--- config.mk ---
export PLATFORM = sky130hd
export DESIGN_NAME = button_event_arbiter
export DESIGN_NICKNAME = d
export VERILOG_FILES = /design/src/rtl/button_event_arbiter.sv
export SDC_FILE = /design/constraint.sdc
export NUM_CORES = 1
export LEC_CHECK = 0
export ABC_CLOCK_PERIOD_IN_PS = 4000
export CORE_ASPECT_RATIO = 0.75
export CORE_UTILIZATION = 25
export DETAILED_ROUTE_END_ITERATION = 10
export HOLD_SLACK_MARGIN = 0.03
export MAX_ROUTING_LAYER = met4
export PLACE_DENSITY = 0.48
export SKIP_LAST_GASP = 1
export SLEW_MARGIN = 20
export SYNTH_ARGS = -nofsm -noshare
export SYNTH_HDL_FRONTEND = slang
export SYNTH_SLANG_ARGS = --single-unit
export TNS_END_PERCENT = 1
--- constraint.sdc ---
create_clock -name clk -period 4 [get_ports clk]
set_input_delay 1 -clock clk [delete_from_list [all_inputs] [get_ports clk]]
set_output_delay 1 -clock clk [all_outputs]
set_load 0.005 [all_outputs]
--- src/rtl/button_event_arbiter.sv ---
// rtl/button_event_arbiter.sv - round-robin arbiter turning button press pulses into a ready/valid event stream
// Presses park in a pending register and are granted one at a time; presses that hit an already pending bit are counted as drops.
module button_event_arbiter #(
    parameter int NUM_BUTTONS    = 4,
    parameter int IDX_WIDTH      = $clog2(NUM_BUTTONS),
    parameter int DROP_CNT_WIDTH = 8
) (
    input  logic                      clk,
    input  logic                      rst,
    input  logic [NUM_BUTTONS-1:0]    btn_pulse,
    output logic                      evt_valid,
    input  logic                      evt_ready,
    output logic [IDX_WIDTH-1:0]      evt_idx,
    output logic [DROP_CNT_WIDTH-1:0] drop_count
);

    typedef enum logic {
        ST_IDLE    = 1'b0,
        ST_PRESENT = 1'b1
    } state_t;

    state_t                      r_state;
    state_t                      w_state_nxt;
    logic [NUM_BUTTONS-1:0]      r_pend;
    logic [NUM_BUTTONS-1:0]      w_pend_nxt;
    logic [NUM_BUTTONS-1:0]      w_grant_oh;
    logic [NUM_BUTTONS-1:0]      w_taken;
    logic [NUM_BUTTONS-1:0]      w_drop;
    logic [IDX_WIDTH-1:0]        r_idx;
    logic [IDX_WIDTH-1:0]        r_last;
    logic [IDX_WIDTH-1:0]        w_grant;
    logic [IDX_WIDTH-1:0]        w_pos;
    logic [31:0]                 w_cand;
    logic [DROP_CNT_WIDTH-1:0]   r_drop;
    logic                        w_found;
    logic                        w_load;

    // Search starts just after the last grant so every pending button gets a turn.
    always_comb begin
        w_grant    = '0;
        w_grant_oh = '0;
        w_found    = 1'b0;
        w_cand     = '0;
        w_pos      = '0;
        for (int k = 0; k < NUM_BUTTONS; k++) begin
            w_cand = ({{(32-IDX_WIDTH){1'b0}}, r_last} + 32'(k) + 32'd1) % 32'(NUM_BUTTONS);
            w_pos  = w_cand[IDX_WIDTH-1:0];
            if (!w_found && r_pend[w_pos]) begin
                w_found           = 1'b1;
                w_grant           = w_pos;
                w_grant_oh[w_pos] = 1'b1;
            end
        end
    end

    assign w_load     = w_found && ((r_state == ST_IDLE) || evt_ready);
    assign w_taken    = w_load ? w_grant_oh : '0;
    assign w_pend_nxt = btn_pulse | (r_pend & ~w_taken);
    assign w_drop     = btn_pulse & r_pend & ~w_taken;

    always_comb begin
        w_state_nxt = r_state;
        if (w_load) begin
            w_state_nxt = ST_PRESENT;
        end else if ((r_state == ST_PRESENT) && evt_ready) begin
            w_state_nxt = ST_IDLE;
        end
    end

    always_ff @(posedge clk) begin
        if (rst) begin
            r_state <= ST_IDLE;
        end else begin
            r_state <= w_state_nxt;
        end
    end

    always_ff @(posedge clk) begin
        if (rst) begin
            r_pend <= '0;
            r_idx  <= '0;
            r_last <= IDX_WIDTH'(NUM_BUTTONS - 1);
            r_drop <= '0;
        end else begin
            r_pend <= w_pend_nxt;
            if (w_load) begin
                r_idx  <= w_grant;
                r_last <= w_grant;
            end
            // One count per lossy cycle, however many presses were lost in it.
            if ((|w_drop) && (r_drop != '1)) begin
                r_drop <= r_drop + {{(DROP_CNT_WIDTH-1){1'b0}}, 1'b1};
            end
        end
    end

    assign evt_valid  = (r_state == ST_PRESENT);
    assign evt_idx    = r_idx;
    assign drop_count = r_drop;

endmodule
Word level (Yosys, flattened, before mapping)
Cells that the tools add are included.
Operators by class
  $add $sub $neg: 7
  order comparisons: 8
  equality and inequality tests: 1
  muxes and demuxes: 31
  bitwise logic cells: 9
  reductions and logical operators: 16
Operator list (count)
  4-bit 2-to-1 mux: 5
  4-bit OR: 4
  1-bit 2-to-1 mux: 14
  4-bit AND: 3
  2-bit by 3-bit less-than comparator with 1-bit output (second input constant): 4
  1-bit logical AND: 10
  2-bit by 1-bit adder with 2-bit output (second input constant): 4
  8-bit by 1-bit adder with 8-bit output (second input constant): 1
  1-bit binary-select mux with 2-bit select: 4
  1-bit demux with 2-bit select: 4
  2-bit by 1-bit greater-or-equal comparator with 1-bit output (second input constant): 4
  2-bit 2-to-1 mux: 4
  8-bit inequality test (second input constant): 1
  2-bit adder (second input constant): 2
  4-bit NOT: 1
  4-bit OR reduction: 1
  1-bit zero test: 3
  2-bit nonzero test: 1
  1-bit logical OR: 1
  1-bit NOT: 1
Word-level totals
  register bits after elaboration: 17
  input port bits: 7
  output and inout bits: 11
  logic and storage cells: 77

Longest topological paths before layout
  depth after elaboration: 19
  depth in mapped cells: 14
  mapped depth without buffers: 10

Worst setup path before layout
OpenSTA, ideal clock, no wires.
  kind: register to register
  from: register r_last[0]
  to: register r_drop[7], in the netlist drop_count[7]
  library setup time: 0.121 ns
  arrival time: 3.189 ns
  path slack: 0.690 ns
  cell stages (with the launch flop): 14
  clock period less this slack: 3.310 ns
  cell sequence: dfxtp_1 > buf_6 > buf_6 > inv_1 > ha_1 > buf_2 > mux2_2 > o21ai_0 > o311ai_1 > a221oi_1 > a221oi_4 > a21oi_4 > and4bb_1 > mux2_4
On the way
  cells in the longest elaborated chain, start to end: 19
RTL lines
  from (decl): line 30  | logic [IDX_WIDTH-1:0] r_last;
  from (signal assigned): line 82  | r_last <= IDX_WIDTH'(NUM_BUTTONS - 1);
  from (signal assigned): line 88  | r_last <= w_grant;
  branches (longest 14 deep; another with 2-bit by 3-bit less-than comparator with 1-bit output)
  4-bit 2-to-1 mux *: line 57  | assign w_taken = w_load ? w_grant_oh : '0;
  4-bit NOT *: line 59  | assign w_drop = btn_pulse & r_pend & ~w_taken;
  4-bit AND *: line 59
  4-bit OR reduction *: line 91  | if ((|w_drop) && (r_drop != '1)) begin
  1-bit logical AND *: line 91
  to (signal assigned): line 92  | r_drop <= r_drop + {{(DROP_CNT_WIDTH-1){1'b0}}, 1'b1};
  to (decl): line 34  | logic [DROP_CNT_WIDTH-1:0] r_drop;
Every way passes the cells marked *. The select of a mux whose other input is x is not followed.
A chain may end at the register's enable or synchronous reset.

Worst setup path in the final report
  from: register r_last[1]
  to: register r_drop[7], in the netlist drop_count[7]
Same word-level chain as after synthesis.

==> flow_summary.json <==
{
  "seq_area_um2": 340.3,
  "htree_levels": 1,
  "dr_wl_met2_mm": 1.414,
  "grt.total_usage_pct": 12.42,
  "numClockSinks": 17,
  "rows": 24,
  "power.density_nw_per_um2": 628.1,
  "cts_resized": 0,
  "syn_inst": 173,
  "p_int_uw": 585.1,
  "firstDrtPassIters": 7,
  "drtIter0Drc": 74,
  "leakagePower_uw": 0.0006626,
  "avgRoutedWirePerCell_um": 13.83,
  "port_buffers": 17,
  "cts_tree": "built",
  "p_comb_share_pct": 64.6,
  "clock_power_share_pct": 12.4,
  "overflow": 0,
  "design.die.area_um2": 6302,
  "required_ns": 4.15,
  "hold_buffers": 0,
  "vias": 1329,
  "p_switching_uw": 515.1,
  "fmax_ghz": 0.2896,
  "dp_hpwl_mm": 2.741,
  "yosysWarnings": 0,
  "syn_to_final_growth_pct": 17.06,
  "wl_mm": 3.624,
  "syn-num-nets": 189,
  "ys_ff_latch": 17,
  "cts_made_buffers": 3,
  "max_cap_viol_count": 0,
  "grt_pass1_wl_mm": 6.092,
  "setup_viol": 0,
  "period_share_pct": 86.34,
  "die_y_um": 69,
  "ys_seq_area_share_pct": 22.74,
  "worstPathMaxFanout": 13,
  "netlist_area_um2": 1496,
  "arrival_ns": 3.60,
  "avgSynthCellArea_um2": 8.650,
  "fin_nets": 201,
  "ant_nets": 0,
  "postCtsSetupBuffers": 0,
  "clk_latency_ns": 0.26,
  "fin_crit_ns": 3.453,
  "regToRegSetupSlack_ns": 0.55,
  "drc": 2,
  "crit_type": "flip-flop to flip-flop",
  "start_kind": "flip-flop",
  "place_ws_ns": 0.6051,
  "routed-wl-met3_um": 171,
  "core_um2": 5796,
  "power.total_uw": 1100,
  "cts_buffer_depth": 2,
  "grt_pass1_vias": 1162,
  "grt_max_degree": 23,
  "status": "finished with violations",
  "rsz0062_at_grt": "false",
  "start_util_pct": 25.82,
  "wl_met1_mm": 2.018,
  "drt-vias-per-instance": 5.073,
  "setup_ws_ns": 0.5466,
  "hold_path.class": "flip-flop to flip-flop",
  "die_w_um": 91.34,
  "synth_edf_count": 0,
  "ir_worst_vdd_mv": 0.2596,
  "p_sw_share_pct": 46.82,
  "violations": "DRC",
  "antenna_cells": 0,
  "tns_ns": 0,
  "p_seq_share_pct": 23.0,
  "fillers": 615,
  "finClkSkew_ns": 0.005019,
  "multi_input_area_um2": 1039,
  "crit_path_end_kind": "flip-flop",
  "hold_violations": 0,
  "antenna_found_initial": 0,
  "worst_pin_slew_ns": 0.7811,
  "routabilityCongestion": 0.8578,
  "synthFlopType": "dfxtp_1",
  "drive_gt1_share_pct": 14.67,
  "synthArstFlopShare_pct": 0,
  "slew_viol_final": 0,
  "synth_cell_types": 55,
  "clkTransAtPathRegs_ns": 0.08,
  "cts-root-buf": "clkbuf_8",
  "maxSlewHeadroom_pct": 47.76,
  "ios": 18,
  "highest_layer": "met4"
}
[logic make-up after synthesis]
logic type / after synthesis / synth area share (%)
simple gates: 57 / 22.58
mux: 11 / 9.531
xor+xnor: 1 / 0.5854
buf+inv: 24 / 7.859
fa+ha+maj: 9 / 7.525
compound gates: 54 / 29.18
flops: 17 / 22.74
[cells in the final DEF (no fill, tap or decap), types with 3 or more instances in the layout]
master           count
a31o_2               4
dfxtp_1             17
mux2_4               3
o21ai_0              7
clkdlybuf4s50_1     17
a21oi_1             15
inv_1               13
clkbuf_8             3
nand4_1              3
nor2b_1              5
nand2_1             10
nor2_1              16
a211oi_1             3
and3b_1              3
mux2i_1              3
nor3b_1              3
ha_1                 9
[cell type report]
type | instances | area share [%]
clock buffer | 3 | 2.357
clock inverter | 1 | 0.4286
inverter | 13 | 2.786
multi-input combinational | 132 | 59.29
sequential | 17 | 19.43
tap | 78 | 5.571
timing repair buffer | 18 | 10.14
[sequential cells by signal, summed over array words and instances, names as in the netlist]
name and count:
evt_valid 1, evt_idx 2, drop_count 8, r_pend 4, r_last 2
[per-layer routing]
metal / vias to the layer above / track usage [%]
met5: - / -
met4: 0 / 2.293
met3: 2 / 2.870
met2: 33 / 16.08
met1: 637 / 19.18
li1: 657 / -
[critical path: stages, from the launching register on]
cell and delay (ns):
dfxtp_1 0.45, inv_1 0.19, ha_1 0.48, and3b_1 0.25, nor3_2 0.34, o311ai_1 0.17, a221oi_1 0.46, a221oi_4 0.13
a21oi_4 0.31, and4bb_1 0.26, mux2_4 0.30
[power groups by stage]
stage | logic (uW) | clock network [uW] | registers [uW]
floorplan | 573 | 0 | 241
global placement | 720 | 0 | 257
detailed placement | 704 | 0 | 256
CTS | 710 | 142 | 253
global route | 770 | 150 | 260
finish | 711 | 136 | 253
[worst paths after layout]
check | start | endpoint | depth (start not counted)
max reg2reg | r_last[1]$_SDFFE_PP1P_ | drop_count[7]$_SDFFE_PP0P_ | 10
min reg2reg | evt_idx[1]$_SDFFE_PP0P_ | evt_idx[1]$_SDFFE_PP0P_ | 2
min | evt_idx[1]$_SDFFE_PP0P_ | evt_idx[1]$_SDFFE_PP0P_ | 2
max | r_last[1]$_SDFFE_PP1P_ | drop_count[7]$_SDFFE_PP0P_ | 10
[cells in the mapped netlist (3+ instances only)]
| master | number | area [um2] |
|---|---|---|
| clkbuf_1 | 4 | 15.01 |
| buf_2 | 4 | 20.02 |
| buf_6 | 3 | 33.78 |
| a21oi_1 | 15 | 75.07 |
| mux2i_1 | 3 | 30.03 |
| nor3b_1 | 3 | 22.52 |
| nand4_1 | 3 | 18.77 |
| inv_1 | 13 | 48.80 |
| dfxtp_1 | 17 | 340.3 |
| ha_1 | 9 | 112.6 |
| and3b_1 | 3 | 26.28 |
| nor2_1 | 16 | 60.06 |
| a211oi_1 | 3 | 22.52 |
| o21ai_0 | 7 | 35.03 |
| nand2_1 | 10 | 37.54 |
| mux2_4 | 3 | 45.04 |
| nor2b_1 | 5 | 31.28 |
| a31o_2 | 4 | 35.03 |
[metrics by stage]
stage	util, %	hold slack [ns]	cells	area [um2]
floorplan	-	0.4825	173	1496
global placement	29.38	0.4791	258	1703
detailed placement	29.38	0.4841	258	1703
CTS	30.22	0.5091	262	1752
global route	30.22	0.5193	262	1752
finish	30.22	0.5023	262	1752
Note: power is estimated with default switching activity, not from simulation.
